`config.mk`:
```
export PLATFORM = sky130hd
export DESIGN_NAME = mac_int_fsm_param
export DESIGN_NICKNAME = d
export VERILOG_FILES = /design/src/rtl/mac_int_fsm_param.sv
export SDC_FILE = /design/constraint.sdc
export NUM_CORES = 1
export LEC_CHECK = 0
export ABC_AREA = 1
export BUFFER_PORTS_ARGS = -buffer_cell sky130_fd_sc_hd__buf_2
export CAP_MARGIN = 20
export CORE_ASPECT_RATIO = 2
export CORE_MARGIN = 1.5
export CORE_UTILIZATION = 45
export CTS_BUF_LIST = sky130_fd_sc_hd__clkbuf_2
export CTS_CLUSTER_DIAMETER = 60
export CTS_CLUSTER_SIZE = 20
export DETAILED_ROUTE_END_ITERATION = 8
export PLACE_DENSITY = 0.68
export RECOVER_POWER = 50
export SYNTH_ARGS = -nofsm -noshare
export SYNTH_HDL_FRONTEND = slang
export SYNTH_SLANG_ARGS = --single-unit
export TNS_END_PERCENT = 5
```
`constraint.sdc`:
```
create_clock -name clk -period 6 [get_ports clk]
set_clock_uncertainty 0.15 [all_clocks]
set_input_delay 0.9 -clock clk [delete_from_list [all_inputs] [get_ports clk]]
set_output_delay 0.9 -clock clk [all_outputs]
set_load 0.005 [all_outputs]
```
`src/rtl/mac_int_fsm_param.sv`:
```
// Signed multiply-accumulate with a four-state sequencer.
// Saturating or truncating result, sticky overflow, saturating product counter.
module mac_int_fsm_param #(
  parameter int DATA_W = 16,
  parameter int ACC_W  = 40,
  parameter int OUT_W  = 32,
  parameter int SAT_EN = 1,
  parameter int CNT_W  = 8
) (
  input  logic                     clk,
  input  logic                     reset,
  input  logic                     valid,
  input  logic                     clear,
  input  logic signed [DATA_W-1:0] A,
  input  logic signed [DATA_W-1:0] B,
  output logic                     ready,
  output logic signed [OUT_W-1:0]  y,
  output logic                     done,
  output logic                     overflow,
  output logic [CNT_W-1:0]         count
);

  localparam int P_W = 2 * DATA_W;

  // Bounds of the OUT_W signed range, widened to accumulator width
  localparam logic signed [ACC_W-1:0] Y_MAX =
    {{(ACC_W-OUT_W+1){1'b0}}, {(OUT_W-1){1'b1}}};
  localparam logic signed [ACC_W-1:0] Y_MIN = ~Y_MAX;

  typedef enum logic [1:0] {
    IDLE,
    MUL,
    ACC,
    DONE
  } state_e;

  state_e                    state_q, state_d;
  logic signed [DATA_W-1:0]  a_q, a_d;
  logic signed [DATA_W-1:0]  b_q, b_d;
  logic                      clr_q, clr_d;
  logic signed [P_W-1:0]     prod_q, prod_d;
  logic signed [ACC_W-1:0]   acc_q, acc_d;
  logic signed [OUT_W-1:0]   y_q, y_d;
  logic                      ovf_q, ovf_d;
  logic [CNT_W-1:0]          cnt_q, cnt_d;

  logic signed [ACC_W-1:0]   acc_base;
  logic signed [ACC_W-1:0]   acc_sum;
  logic                      hi_oor;
  logic                      lo_oor;
  logic signed [OUT_W-1:0]   y_fit;

  always_comb begin
    acc_base = clr_q ? '0 : acc_q;
    acc_sum  = acc_base + ACC_W'(prod_q);
    hi_oor   = acc_sum > Y_MAX;
    lo_oor   = acc_sum < Y_MIN;
    y_fit    = acc_sum[OUT_W-1:0];
    if (SAT_EN != 0) begin
      if (hi_oor) y_fit = Y_MAX[OUT_W-1:0];
      else if (lo_oor) y_fit = Y_MIN[OUT_W-1:0];
    end
  end

  always_comb begin
    state_d = state_q;
    a_d     = a_q;
    b_d     = b_q;
    clr_d   = clr_q;
    prod_d  = prod_q;
    acc_d   = acc_q;
    y_d     = y_q;
    ovf_d   = ovf_q;
    cnt_d   = cnt_q;
    unique case (state_q)
      IDLE: begin
        if (valid) begin
          a_d     = A;
          b_d     = B;
          clr_d   = clear;
          state_d = MUL;
        end else if (clear) begin
          acc_d = '0;
          y_d   = '0;
          ovf_d = 1'b0;
          cnt_d = '0;
        end
      end
      MUL: begin
        prod_d  = P_W'(a_q) * P_W'(b_q);
        state_d = ACC;
      end
      ACC: begin
        acc_d = acc_sum;
        y_d   = y_fit;
        ovf_d = (ovf_q & ~clr_q) | hi_oor | lo_oor;
        if (clr_q) cnt_d = CNT_W'(1);
        else if (cnt_q != '1) cnt_d = cnt_q + 1'b1;
        state_d = DONE;
      end
      DONE: state_d = IDLE;
      default: state_d = IDLE;
    endcase
  end

  always_ff @(posedge clk or negedge reset) begin
    if (!reset) begin
      state_q <= IDLE;
      a_q     <= '0;
      b_q     <= '0;
      clr_q   <= 1'b0;
      prod_q  <= '0;
      acc_q   <= '0;
      y_q     <= '0;
      ovf_q   <= 1'b0;
      cnt_q   <= '0;
    end else begin
      state_q <= state_d;
      a_q     <= a_d;
      b_q     <= b_d;
      clr_q   <= clr_d;
      prod_q  <= prod_d;
      acc_q   <= acc_d;
      y_q     <= y_d;
      ovf_q   <= ovf_d;
      cnt_q   <= cnt_d;
    end
  end

  assign ready    = state_q == IDLE;
  assign done     = state_q == DONE;
  assign y        = y_q;
  assign overflow = ovf_q;
  assign count    = cnt_q;

endmodule

```
==> reports/qor.yml <==
die:
  die_h_um: 300
  core_mm2: 0.0434
  io_pins: 79
  fp.dieW_um: 151
  die-area_mm2: 0.0453
  rows: 108
  start_util: 0.456
worst_setup_path:
  path_delay_family: "adder cells"
  crit_buf_inv: 6
  arrival_ns: 6.57
  setup.worst_path.class: "reg -> reg"
  cp_slowest_stage_delay_ns: 0.66
  endpoint_kind: "flip-flop"
  worstSetupStartpointType: "flip-flop"
  cp_max_fo: 11
  critPathSlowestCell: "fa_2"
  cpMostUsedCell: "fa_1"
  required_ns: 6.62
  worstPathCellList: "buf_12 -> nand2_2 -> fa_1 -> inv_1 -> fa_2 -> buf_4 -> fa_1 -> fa_1 -> fa_1 -> inv_1 -> fa_1 -> inv_1 -> ha_1 -> nand2_2 -> nor2_1 -> inv_2 -> nor2_1 -> nand3_1 -> nand3_1 -> a31o_2 -> or2_2 -> nand3_1 -> nand2_1"
clocking:
  numCtsBuffers: 17
  clock_path_buffers: 2
  cts_root_buf: "clkbuf_2"
  cts_sinks: 148
  cts_tree: "built"
  clk_latency_ns: 0.92
  clk_pin_slew_ns: 0.30
  htree_num_levels: 4
synthesis:
  synth_top_area_share: 0.266
  synth_area_mm2: 0.0198
  netlist_top_cells_count: "inv_1 (668), nand2_1 (651), fa_1 (263), nor2_1 (153), dfrtp_1 (148)"
  synth_async_sr_flop_share: 1.00
  synth-seq-cells: 148
  ys_seq_area_frac: 0.187
  synthFlopType: "dfrtp_1"
  yosysUniqueCellTypes: 49
  yosys-top-cells-area: "fa_1 (27%), dfrtp_1 (19%), inv_1 (13%), nand2_1 (12%), ha_1 (8.0%)"
  synth-edff-count: 0
  netlist_instances: 2601
  syn-num-nets: 3026
  yosys.area.top_type: "fa_1"
  yosysMostFrequentCell: "inv_1"
  yosysWarnings: 0
  avgSynthCellArea_um2: 7.61
run:
  maxCapViolations: 2
global_routing:
  grt_max_degree: 98
  grt_overflow: 0
  grt_pass1_wl_mm: 90.0
  grt_pass1_vias: 18241
  grt_usage: 0.263
  antenna_found_initial: 1
layout:
  fin_nets: 3218
  multi_input_area_mm2: 0.0135
  area_delta_synth_final_pct: 14.3
  n_fill_cell: 4205
  final_area_mm2: 0.0226
  drive_gt1_frac: 0.192
  register_area_mm2: 0.00373
drt:
  route.met3.wl_mm: 1.66
  routed_wl_mm: 57.3
  drcViolationCount: 0
  drt_iter0_markers: 647
  ant_nets: 0
  top_layer_used: "met4"
  wl_met1_mm: 18.2
  vias: 16862
  drtPass1Iterations: 5
  routed_via_density: 5.02
  avgRoutedWirePerCell_um: 17.1
  wl_met2_mm: 32.1
sta:
  whs_ns: 0.0440
  finalMaxSlewViolations: 141
  setup_viol: 0
  slew_headroom: -0.676
  tightest_slew_ns: 2.51
  fmax_mhz: 168
  rsz0062_at_grt: "true"
  layout_setup_ws_ns: 0.0440
  post-route-min-period_ns: 5.96
  post-route-period-util: 0.993
  hold_violations: 0
outcome:
  violations: "capacitance limit, slew limit"
  outcome: "complete, but fails checks"
place:
  dp_slack_ns: -0.136
  postPlaceCellArea_mm2: 0.0217
  gp_congestion: 1.03
  dp_hpwl_mm: 48.7
  io_buffer_count: 78
worst_hold_path:
  hp-class: "in -> reg"
[layout make-up]
type                    instances  share of cell area
diodes                          1            0.000111
clock buffers                  17             0.00376
clock inverters                14             0.00642
inverters                     672               0.112
multi-input cells            1685               0.598
flip-flops and latches        148               0.165
well taps                     550              0.0304
repair buffers                269              0.0846
[worst reg2reg max path, delay by kind of cell (launching register included)]
kind / cells / cell delay [ns]
DFF: 1 / 0.47
buffers and inverters: 6 / 0.57
adders and majority gates: 7 / 3.43
and+or+nand+nor: 9 / 0.97
AOI/OAI and AO/OA: 1 / 0.23
[flip-flops by register name, summed over array words and instances, names as in the netlist]
signal and flops:
b_q 16, overflow 1, prod_q 32, y 32
count 8, clr_q 1, state_q 2, a_q 16
acc_q 40
[per-stage QoR]
step,setup TNS (ns),utilization,instances
after floorplan,0,-,2601
after global placement,-0.175,0.500,3291
after detailed placement,-0.447,0.500,3291
after CTS,-0.0161,0.511,3340
after global routing,-1.12,0.522,3356
final,0,0.522,3356
[worst paths after layout]
kind                            startpoint    endpoint  slack, ns  depth (start not counted)
worst max-delay path                b_q[4]  prod_q[26]       0.04                         23
worst min-delay path                  B[3]      b_q[3]       0.04                          2
worst max register to register      b_q[4]  prod_q[26]       0.04                         23
worst min register to register       y[31]       y[31]       0.36                          2
max in group asynchronous            reset     b_q[14]       2.15                          3
min in group asynchronous            reset      a_q[5]       1.12                          2
[placed cells by master, fill, tap and decap left out, types with 25 or more instances in the layout]
master     n
a21oi_1   54
dfrtp_1  127
nand3_1   58
mux2_2    31
nand2_1  644
o21ai_0   53
nand2_2   36
nand3_2   35
o22ai_1   25
buf_2     78
nor2_2    26
nor2_1   148
inv_1    658
fa_1     253
ha_1     110
buf_4    164
[kinds of logic after synthesis]
logic type | Yosys count | share of synthesized area
and+or+nand+nor | 1020 | 0.224
buffers and inverters | 768 | 0.150
adders and majority gates | 389 | 0.346
AOI/OAI and AO/OA | 208 | 0.0597
DFF | 148 | 0.187
xor gates and xnor gates | 37 | 0.0164
muxes | 31 | 0.0176
[metal layers]
| metal | vias to the layer above | global-route usage |
|---|---|---|
| li1 | 8062 | - |
| met2 | 456 | 0.511 |
| met1 | 8096 | 0.230 |
| met3 | 248 | 0.0298 |
| met5 | - | 0 |
| met4 | 0 | 0.220 |
[repair_timing]
action	4_1_cts	5_1_grt
setup buffers	6	15
hold buffers	12	0
endpoints found under the hold margin	107	0
gates resized for setup	35	87
endpoints found under the setup margin	14	18
pin swaps	8	48
Power is left out: the tool's default activity adds up to more than one toggle a clock period on the data nets, which glitch-free logic cannot reach.
